--- config.mk ---
export PLATFORM = sky130hd
export DESIGN_NAME = arith_range_update
export DESIGN_NICKNAME = d
export VERILOG_FILES = /design/src/rtl/arith_range_update.sv
export SDC_FILE = /design/constraint.sdc
export NUM_CORES = 1
export LEC_CHECK = 0
export ABC_AREA = 1
export CAP_MARGIN = 30
export CORE_MARGIN = 10
export CORE_UTILIZATION = 40
export DETAILED_ROUTE_END_ITERATION = 16
export PLACE_DENSITY_LB_ADDON = 0.3
export SYNTH_ARGS = -nofsm -noshare
export SYNTH_HDL_FRONTEND = slang
export SYNTH_SLANG_ARGS = --single-unit
export TNS_END_PERCENT = 1
--- constraint.sdc ---
create_clock -name clk -period 19 [get_ports clk]
set_input_delay 2.85 -clock clk [delete_from_list [all_inputs] [get_ports clk]]
set_output_delay 2.85 -clock clk [all_outputs]
set_load 0.02 [all_outputs]
--- src/rtl/arith_range_update.sv ---
// rtl/arith_range_update.sv - AV1 arithmetic encoder range/low update and normalization stage
module arith_range_update #(
  parameter int LOW_WIDTH      = 24,
  parameter int LUT_DATA_WIDTH = 16
) (
  input  logic                      clk,
  input  logic                      reset_n,
  input  logic                      i_init,
  input  logic                      i_valid,
  output logic                      o_ready,
  input  logic                      i_bool,
  input  logic                      i_bit,
  input  logic [15:0]               i_fl,
  input  logic [15:0]               i_fh,
  input  logic [3:0]                i_symbol,
  input  logic [4:0]                i_nsyms,
  output logic [7:0]                o_lut_addr,
  input  logic [LUT_DATA_WIDTH-1:0] i_lut_v,
  output logic                      o_valid,
  input  logic                      i_ready,
  output logic [LOW_WIDTH:0]        o_low_pre,
  output logic [3:0]                o_shift,
  output logic [15:0]               o_range
);

  localparam int W = LOW_WIDTH + 1;

  logic                      s1_valid_q, s1_valid_d;
  logic                      s1_bool_q, s1_bool_d;
  logic                      s1_bit_q, s1_bit_d;
  logic [15:0]               s1_fl_q, s1_fl_d;
  logic [9:0]                s1_fh_q, s1_fh_d;
  logic [LUT_DATA_WIDTH-1:0] s1_lut_q, s1_lut_d;
  logic [15:0]               rng_q, rng_d;
  logic [LOW_WIDTH-1:0]      low_q, low_d;
  logic                      o_valid_q, o_valid_d;
  logic [LOW_WIDTH:0]        o_low_pre_q, o_low_pre_d;
  logic [3:0]                o_shift_q, o_shift_d;
  logic [15:0]               o_range_q, o_range_d;

  logic                 advance, ready;
  logic [16:0]          q_fl, q_fh;
  logic [17:0]          u_m, v_m, v_b;
  logic [W-1:0]         low_pre;
  logic [15:0]          rng_new, range_norm;
  logic [3:0]           msb, shift;
  logic [LOW_WIDTH-1:0] low_norm;
  logic                 unused_in_bits;

  // N = nsyms-1 only needs its low nibble; nsyms=16 wraps 0-1 to 15.
  assign o_lut_addr     = {i_nsyms[3:0] - 4'd1, i_symbol};
  assign unused_in_bits = ^{i_nsyms[4], i_fh[5:0]};

  always_comb begin
    advance = !o_valid_q || i_ready;
    ready   = !i_init && (advance || !s1_valid_q);
  end

  assign o_ready = ready;

  // Range update: products use only rng[15:8] and the CDF's top 10 bits.
  always_comb begin
    q_fl = 17'((18'(rng_q[15:8]) * 18'(s1_fl_q[15:6])) >> 1);
    q_fh = 17'((18'(rng_q[15:8]) * 18'(s1_fh_q)) >> 1);
    u_m  = 18'(q_fl) + 18'(s1_lut_q) + 18'd4;
    v_m  = 18'(q_fh) + 18'(s1_lut_q);
    v_b  = 18'(q_fh) + 18'd4;

    low_pre = {1'b0, low_q};
    rng_new = rng_q;
    if (s1_bool_q) begin
      if (s1_bit_q) begin
        low_pre = {1'b0, low_q} + W'(rng_q) - W'(v_b);
        rng_new = 16'(v_b);
      end else begin
        rng_new = 16'(18'(rng_q) - v_b);
      end
    end else if (s1_fl_q == 16'h8000) begin
      rng_new = 16'(18'(rng_q) - v_m);
    end else begin
      low_pre = {1'b0, low_q} + W'(rng_q) - W'(u_m);
      rng_new = 16'(u_m - v_m);
    end

    msb = 4'd0;
    for (int i = 0; i < 16; i++) begin
      if (rng_new[i]) msb = 4'(i);
    end
    shift      = 4'd15 - msb;
    range_norm = rng_new << shift;
    low_norm   = LOW_WIDTH'(low_pre << shift);
  end

  always_comb begin
    s1_valid_d  = s1_valid_q;
    s1_bool_d   = s1_bool_q;
    s1_bit_d    = s1_bit_q;
    s1_fl_d     = s1_fl_q;
    s1_fh_d     = s1_fh_q;
    s1_lut_d    = s1_lut_q;
    rng_d       = rng_q;
    low_d       = low_q;
    o_valid_d   = o_valid_q;
    o_low_pre_d = o_low_pre_q;
    o_shift_d   = o_shift_q;
    o_range_d   = o_range_q;
    if (i_init) begin
      s1_valid_d = 1'b0;
      o_valid_d  = 1'b0;
      rng_d      = 16'h8000;
      low_d      = '0;
    end else begin
      if (advance) begin
        o_valid_d = s1_valid_q;
        if (s1_valid_q) begin
          o_low_pre_d = low_pre;
          o_shift_d   = shift;
          o_range_d   = range_norm;
          rng_d       = range_norm;
          low_d       = low_norm;
        end
      end
      if (ready) begin
        s1_valid_d = i_valid;
        if (i_valid) begin
          s1_bool_d = i_bool;
          s1_bit_d  = i_bit;
          s1_fl_d   = i_fl;
          s1_fh_d   = i_fh[15:6];
          s1_lut_d  = i_lut_v;
        end
      end
    end
  end

  always_ff @(posedge clk or negedge reset_n) begin
    if (!reset_n) begin
      s1_valid_q  <= 1'b0;
      s1_bool_q   <= 1'b0;
      s1_bit_q    <= 1'b0;
      s1_fl_q     <= '0;
      s1_fh_q     <= '0;
      s1_lut_q    <= '0;
      rng_q       <= 16'h8000;
      low_q       <= '0;
      o_valid_q   <= 1'b0;
      o_low_pre_q <= '0;
      o_shift_q   <= '0;
      o_range_q   <= 16'h8000;
    end else begin
      s1_valid_q  <= s1_valid_d;
      s1_bool_q   <= s1_bool_d;
      s1_bit_q    <= s1_bit_d;
      s1_fl_q     <= s1_fl_d;
      s1_fh_q     <= s1_fh_d;
      s1_lut_q    <= s1_lut_d;
      rng_q       <= rng_d;
      low_q       <= low_d;
      o_valid_q   <= o_valid_d;
      o_low_pre_q <= o_low_pre_d;
      o_shift_q   <= o_shift_d;
      o_range_q   <= o_range_d;
    end
  end

  assign o_valid   = o_valid_q;
  assign o_low_pre = o_low_pre_q;
  assign o_shift   = o_shift_q;
  assign o_range   = o_range_q;

endmodule
==> results.toml, run 1 <==
[timing]
max_freq_mhz = 107
rsz0062_at_grt = "false"
finalMaxSlewViolations = 0
maxSlewHeadroom_pct = 36.3
report.final.hold_viol_count = 0
min_period_ps = 9320
worst_slew_pin_slew_ps = 954
fin_tns_setup_ps = 0
setup_viol = 0
fin_skew_ps = 25.7
min_period_over_period_pct = 49.1

[logic_synthesis]
syn-cell-area_sq_um = 19800
synth-xor-area-share_pct = 3.94
yosys-mux-area-fraction_pct = 1.82
syn_nets = 3365
async_flop_share_pct = 100
syn_avg_cell_area_sq_um = 6.62
synth_top_family_by_area = "simple AND/OR/NAND/NOR gates"
synth_edf_count = 0
ys_seq_area_share_pct = 16.6
synth_compound_area_share_pct = 12.1
synth_cell_type_count = 54
synth_fa_ha_area_share_pct = 23.5
synth-simple-area-share_pct = 29.7
ys_warn_count = 0
ys_ff_latch = 131
synth_flop_cell = "dfrtp_1"
syn_inst = 2991

[setup_path]
rr_worst_depth = 45
crit_path_max_fanout = 53
cp-start-kind = "flip-flop"
arrival_ps = 9740
crit_top_cell = "nand2_1"
slowest_stage = "dfstp_2"
criticalPathCategory = "reg2reg"
cp-end-kind = "flip-flop"
worst_ep_required_time_ps = 19410
crit_path_max_incr_delay_ps = 1040

[grt]
grt_overflow = 0
grt_pass1_vias = 18100
grt_pass1_wl_mm = 98.9
antenna_found_initial = 1
track_usage_pct = 20.9
grt_max_degree = 92

[clocking]
cts_root_buf = "clkbuf_16"
htree_levels = 4
ctsResizeCount = 0
cts_made_buffers = 17
clock-sinks = 131
clk_latency_ps = 490
cts_buffer_depth = 2
clk_pin_slew_ps = 70
cts_hold_buf = 0
cts_setup_buffers = 0
cts_tree = "done"

[floorplan]
die_y_microns = 242
ios = 119
start_util_pct = 40.5
core_sq_um = 49000
rows = 81
die-area_sq_um = 58800
die_w_microns = 242

[routing]
wl_per_cell_microns = 16.7
drc = 0
drt_wl_total_mm = 61.9
final_antenna_net_count = 0
drtIter0Drc = 1914
via_per_inst = 5.25
routed-via-count = 19400
drtPass1Iterations = 6

[placed_design]
portBuffers = 103
dpl.hpwl_mm = 48.6
gp_congestion = 0.987

[worst_hold_path]
hold_depth = 2
timing.hold.worst.class = "reg2reg"

[run]
drv_cap = 0

[final_layout]
areaGrowthSynthToFinish_pct = 10.8
fillCellCount = 5130
regArea_sq_um = 3280
layout.nets = 3401
drive_gt1_share_pct = 5.03
multi_input_area_sq_um = 14100
diodes = 0

[run_status]
outcome = "finished, final reports clean"
[metal layers]
metal  global-route usage [%]  vias to the layer above  part of all wire (%)
met5                        0                        -                 0.037
met4                     6.97                        4                   2.8
met3                     2.77                       88                   6.1
met2                     33.4                      574                    45
met1                     28.4                     9106                    46
li1                         -                     9668                     -
[cell type report]
class | instances | share of cell area [%]
Clock buffer | 17 | 1.94
Clock inverter | 15 | 0.770
Inverter | 513 | 8.79
Multi-Input combinational cell | 2239 | 64.2
Sequential cell | 131 | 15.0
Tap cell | 664 | 3.79
Timing Repair Buffer | 125 | 5.55
[logic make-up after synthesis]
| group | Yosys count |
|---|---|
| DFF | 131 |
| buffers and inverters | 621 |
| muxes | 32 |
| adders and majority gates | 310 |
| AOI/OAI and AO/OA | 430 |
| and+or+nand+nor | 1378 |
| xor gates and xnor gates | 89 |
[cell usage in the layout (no fill, tap or decap), drive strengths merged, types with 7 or more instances in the layout]
cell / count
clkdlybuf4s50: 102
xnor2: 32
buf: 23
nor4: 11
nand3: 313
nor3: 15
a21o: 9
xor2: 57
ha: 207
inv: 519
mux2: 32
fa: 103
dfrtp: 129
clkbuf: 17
nand2: 852
o21ai: 161
o21a: 7
a21oi: 193
or2: 7
o21bai: 14
o211ai: 22
nand4: 27
nor2: 145
[through the flow]
| step | hold WS (ps) | instance area (sq um) | util, % | setup WS, ps | cells |
|---|---|---|---|---|---|
| after floorplan | 480 | 19800 | - | 11600 | 2991 |
| after CTS | 487 | 21900 | 44.7 | 9840 | 3703 |
| final | 482 | 21900 | 44.8 | 9680 | 3704 |
| after detailed placement | 473 | 21300 | 43.5 | 9880 | 3671 |
| after global routing | 504 | 21900 | 44.8 | 8890 | 3704 |
| after global placement | 466 | 21300 | 43.5 | 9900 | 3670 |
[path summary, 6_finish.rpt]
| path | startpoint | to | slack (ps) |
|---|---|---|---|
| max | rng_q[15] | o_range[15] | 9680 |
| min | o_low_pre[2] | o_low_pre[2] | 480 |
| max reg2reg | rng_q[15] | o_range[15] | 9680 |
| min reg2reg | o_low_pre[2] | o_low_pre[2] | 480 |
| max in group asynchronous | reset_n | s1_fl_q[2] | 16140 |
| min in group asynchronous | reset_n | s1_lut_q[1] | 2390 |
[synth_stat cells (all sizes together), types with 2 or more instances]
cell	instances	area share, %
nand3b	4	0.15
buf	43	1.4
o31ai	4	0.15
a21boi	2	0.076
a31oi	6	0.19
and2	3	0.095
mux2	32	1.8
xor2	57	2.5
a21oi	193	5.1
nor4	11	0.35
fa	103	10
inv	512	9.7
ha	207	13
o211ai	22	0.83
o21bai	14	0.53
o221ai	5	0.22
xnor2	32	1.4
clkbuf	65	1.2
o21ai	161	4.1
nand4	27	0.85
a21o	9	0.34
nand3	313	8.1
o21a	7	0.27
nor2	145	3.0
or2	7	0.22
dfstp	2	0.27
o22ai	2	0.063
nand2	852	16
dfrtp	129	16
nor3	15	0.40
[critical path: cells and delay by family, from the launching register on]
family | cells | cell delay, ps
adders and majority gates | 8 | 3180
and+or+nand+nor | 21 | 2850
AOI/OAI and AO/OA | 7 | 1200
DFF | 1 | 1040
xor gates and xnor gates | 2 | 550
buffers and inverters | 7 | 420
[sequential cells by signal, indices dropped and copies added (netlist names)]
register / flops
o_low_pre: 25
low_q: 24
o_range: 16
rng_q: 16
s1_fl_q: 16
s1_lut_q: 16
s1_fh_q: 10
o_shift: 4
o_valid: 1
s1_bit_q: 1
s1_bool_q: 1
s1_valid_q: 1
Power of run 1 is not shown: default switching activity piles up to over one toggle a cycle in this logic, so the estimate is an artifact.
==> run 2, diff against run 1 <==
==> constraint.sdc (replaced) <==
create_clock -name clk -period 8.3 [get_ports clk]
set_input_delay 1.245 -clock clk [delete_from_list [all_inputs] [get_ports clk]]
set_output_delay 1.245 -clock clk [all_outputs]
set_load 0.02 [all_outputs]
==> results.toml, run 2 (synthesis gave the netlist of run 1 again) <==
[run_status]
outcome = "finished, final reports clean"

[final_layout]
fillCellCount = 5116
drive_gt1_share_pct = 9.32
final_area_sq_um = 23000
final_cell_mix = "nand2_1, inv_1, nand3_1"
finalNonFillerCells = 3778
final_common_cell = "nand2_1"
layout.nets = 3474
largest_reg_flops = 25
areaGrowthSynthToFinish_pct = 16.0

[timing]
maxSlewHeadroom_pct = 43.7
worst_slew_pin_slew_ps = 844
report.final.hold_viol_count = 0
min_period_ps = 7860
fin_skew_ps = 15.0
setup_viol = 0
min_period_over_period_pct = 94.7
finalMaxSlewViolations = 0
rsz0062_at_grt = "true"
max_freq_mhz = 127
whs_ps = 478
setup_ws_ps = 441

[setup_path]
r2r_slack_ps = 440
crit_top_cell = "nand2_1"
criticalPathCategory = "reg2reg"
cp-end-kind = "flip-flop"
crit_path_max_incr_delay_ps = 620
arrival_ps = 8180
r2r-start = "rng_q[15]"
r2r-end = "rng_q[14]"
crit_path_max_fanout = 20
cp-start-kind = "flip-flop"
crit_end = "rng_q[14]"
rr_worst_depth = 40
crit_start = "rng_q[15]"
slowest_stage = "dfstp_2"
worst_ep_required_time_ps = 8620

[clocking]
cts_made_buffers = 17
clk_pin_slew_ps = 70
cts_root_buf = "clkbuf_16"
cts_buffer_depth = 2
cts_tree = "done"
htree_levels = 4
clk_latency_ps = 480
clock-sinks = 131

[placed_design]
dpl.hpwl_mm = 50.8
dpl_cell_area_sq_um = 21800
portBuffers = 103
pre_cts_slack_ps = 63.3
dpl.cell_count = 3732
gp_congestion = 0.959

[floorplan]
die_y_microns = 242
die-area_sq_um = 58800
start_util_pct = 40.5
die_w_microns = 242
core_sq_um = 49000
rows = 81
ios = 119

[routing]
drtIter0Drc = 1721
final_antenna_net_count = 0
routed-via-count = 19600
drc = 0
drt_wl_total_mm = 63.4
wl_per_cell_microns = 16.8
via_per_inst = 5.19
drtPass1Iterations = 6

[grt]
grt_overflow = 0
grt_pass1_vias = 18700
antenna_found_initial = 0
grt_max_degree = 71
grt_pass1_wl_mm = 101
track_usage_pct = 21.3

[worst_hold_path]
timing.hold.worst.class = "reg2reg"

[run]
drv_cap = 0
## run 2: repair_timing
action | 4_1_cts | 5_1_grt
endpoints found under the setup margin | 0 | 66
resized for setup | 0 | 94
hold endpoints to repair | 0 | 0
buffers inserted | 0 | 11
hold buffers | 0 | 0
## run 2: per-stage QoR
stage,TNS (ps),utilization [%]
after floorplan,0,-
after global placement,0,44.6
after detailed placement,0,44.6
after CTS,0,45.7
after global routing,-471,46.9
final,0,46.9
## run 2: worst min path at each step
stage / startpoint / to / slack, ps / depth (start not counted)
after floorplan: s1_fl_q[1] / s1_fl_q[1] / 480 / 1
after global placement: o_range[7] / o_range[7] / 470 / 2
after detailed placement: o_low_pre[23] / o_low_pre[23] / 470 / 2
after CTS: o_low_pre[23] / o_low_pre[23] / 480 / 2
after global routing: o_low_pre[11] / o_low_pre[11] / 520 / 2
final: o_low_pre[23] / o_low_pre[23] / 480 / 2
## run 2: final cells by class
class	count	area [sq um]	area share [%]
well taps	664	831	3.62
flip-flops and latches	131	3290	14.3
multi-input cells	2240	14500	63.0
diodes	1	2.50	0.0109
inverters	513	1930	8.42
clock inverters	15	144	0.627
clock buffers	17	425	1.85
repair buffers	197	1870	8.13
## run 2: layer usage
layer	global-route usage (%)	wire length, microns
met5	0	0
met4	7.60	1660
met3	3.49	4140
met2	34.3	29000
met1	28.2	28500
## run 2: critical path, delay by kind of cell, from the launching register on
| kind | cells | cell delay [ps] |
|---|---|---|
| AO/OA/AOI/OAI | 1 | 150 |
| buffers and inverters | 8 | 900 |
| AND/OR/NAND/NOR | 25 | 3410 |
| adder cells (fa/ha/maj) | 6 | 2590 |
| flip-flops | 1 | 620 |
Power of run 2 is left out for the same reason.
==> run 3, diff against run 2 <==
--- a/config.mk
+++ b/config.mk
@@ -6,8 +6,7 @@
 export NUM_CORES = 1
 export LEC_CHECK = 0
 export ABC_AREA = 1
-export CAP_MARGIN = 30
-export CORE_MARGIN = 10
+export CORE_MARGIN = 2
 export CORE_UTILIZATION = 40
 export DETAILED_ROUTE_END_ITERATION = 16
 export PLACE_DENSITY_LB_ADDON = 0.3
==> results.toml, run 3 (synthesis gave the netlist of run 1 again) <==
[run_status]
outcome = "finished, final reports clean"

[grt]
use_met2_pct = 40.2
grt_overflow = 0
grt_pass1_wl_mm = 100
grt_max_degree = 82
antenna_found_initial = 0
grt_util_met3_pct = 3.11
use_met1_pct = 34.4
track_usage_pct = 25.0
grt_pass1_vias = 18800
gr-max-usage-layer = "met2"

[final_layout]
final_cell_mix = "nand2_1, inv_1, nand3_1"
layout.nets = 3475
largest_reg_flops = 25
diodes = 0
final_common_cell = "nand2_1"
areaGrowthSynthToFinish_pct = 16.9
drive_gt1_share_pct = 10.2

[clocking]
cts_buffer_depth = 2
htree_levels = 4
cts_hold_buf = 0
cts_tree = "done"
clock-sinks = 131
clk_latency_ps = 480
clk_pin_slew_ps = 70
cts_root_buf = "clkbuf_16"
cts_made_buffers = 17

[routing]
drtPass1Iterations = 6
drt_wl_total_mm = 62.7
routed-via-count = 19800
drc = 0
wl_per_cell_microns = 16.6
drtIter0Drc = 1697
via_per_inst = 5.24
final_antenna_net_count = 0

[timing]
whs_ps = 484
fin_skew_ps = 20.5
setup_viol = 0
fin_tns_setup_ps = 0
report.final.hold_viol_count = 0
maxSlewHeadroom_pct = 31.9
max_freq_mhz = 128
rsz0062_at_grt = "true"
min_period_over_period_pct = 94.3
finalMaxSlewViolations = 0
worst_slew_pin_slew_ps = 1020
min_period_ps = 7820

[floorplan]
die-area_sq_um = 51300
ios = 119
core_sq_um = 49000
start_util_pct = 40.5
die_w_microns = 226
rows = 81
die_y_microns = 226

[run]
drv_cap = 0

[setup_path]
r2r-start = "rng_q[15]"
r2r-end = "rng_q[11]"
crit_end = "rng_q[11]"
crit_start = "rng_q[15]"
rr_worst_depth = 42
worst_ep_required_time_ps = 8630
crit_path_max_incr_delay_ps = 730
arrival_ps = 8150
criticalPathCategory = "reg2reg"
crit_top_cell = "inv_1"
slowest_stage = "dfstp_2"
crit_path_max_fanout = 14
r2r_slack_ps = 480
cp-start-kind = "flip-flop"
cp-end-kind = "flip-flop"

[placed_design]
dpl.hpwl_mm = 49.4
portBuffers = 103
gp_congestion = 0.974

[worst_hold_path]
timing.hold.worst.class = "reg2reg"
==> run 3: changes by cell type in the layout (fill, tap and decap cells not counted), sizes merged <==
cell,previous run,this run
buf,94,95
bufinv,1,4
clkbuf,18,20
clkinv,5,3
clkinvlp,3,1
diode,1,0
inv,519,518
==> run 3: worst min path at each step <==
stage                              end  cells past startpoint          from
final                     o_low_pre[5]                      2  o_low_pre[5]
after global routing        o_range[6]                      2    o_range[6]
after CTS                   o_range[5]                      2    o_range[5]
after detailed placement    o_range[0]                      2    o_range[0]
after global placement      o_shift[3]                      2    o_shift[3]
after floorplan             s1_fl_q[1]                      1    s1_fl_q[1]
==> run 3: what timing repair did <==
item,4_1_cts,5_1_grt
pin swaps,0,48
resized for setup,1,122
buffers inserted,0,10
setup endpoints to repair,3,65
gates cloned,0,2
==> run 3: per-layer routing <==
metal	wire [microns]	vias up
met5	0	-
met4	2330	0
met3	3650	114
met2	28100	641
met1	28700	9211
li1	-	9815
==> run 3: cell type report <==
cell class,instances,area [sq um]
timing repair buffer,198,1840
clock inverter,13,196
tap,664,831
clock buffer,19,443
fill,5004,25800
inverter,513,1930
sequential,131,3290
multi-input combinational,2240,14600
==> run 3: critical path, delay by kind of cell (launching register included) <==
kind | cells | cell delay, ps
fa+ha+maj | 8 | 3040
compound gates | 9 | 1370
simple gates | 11 | 1230
buf+inv | 12 | 910
flops | 1 | 730
xor+xnor | 2 | 380
==> run 3: stage by stage <==
step	utilization [%]	area, sq um	instances	setup WS [ps]
floorplan	-	19800	2991	902
global placement	44.6	21800	3734	134
detailed placement	44.6	21800	3734	21.1
CTS	45.9	22500	3766	73.5
global route	47.3	23100	3778	-44.9
finish	47.3	23100	3778	476
Power of run 3 is left out for the same reason.
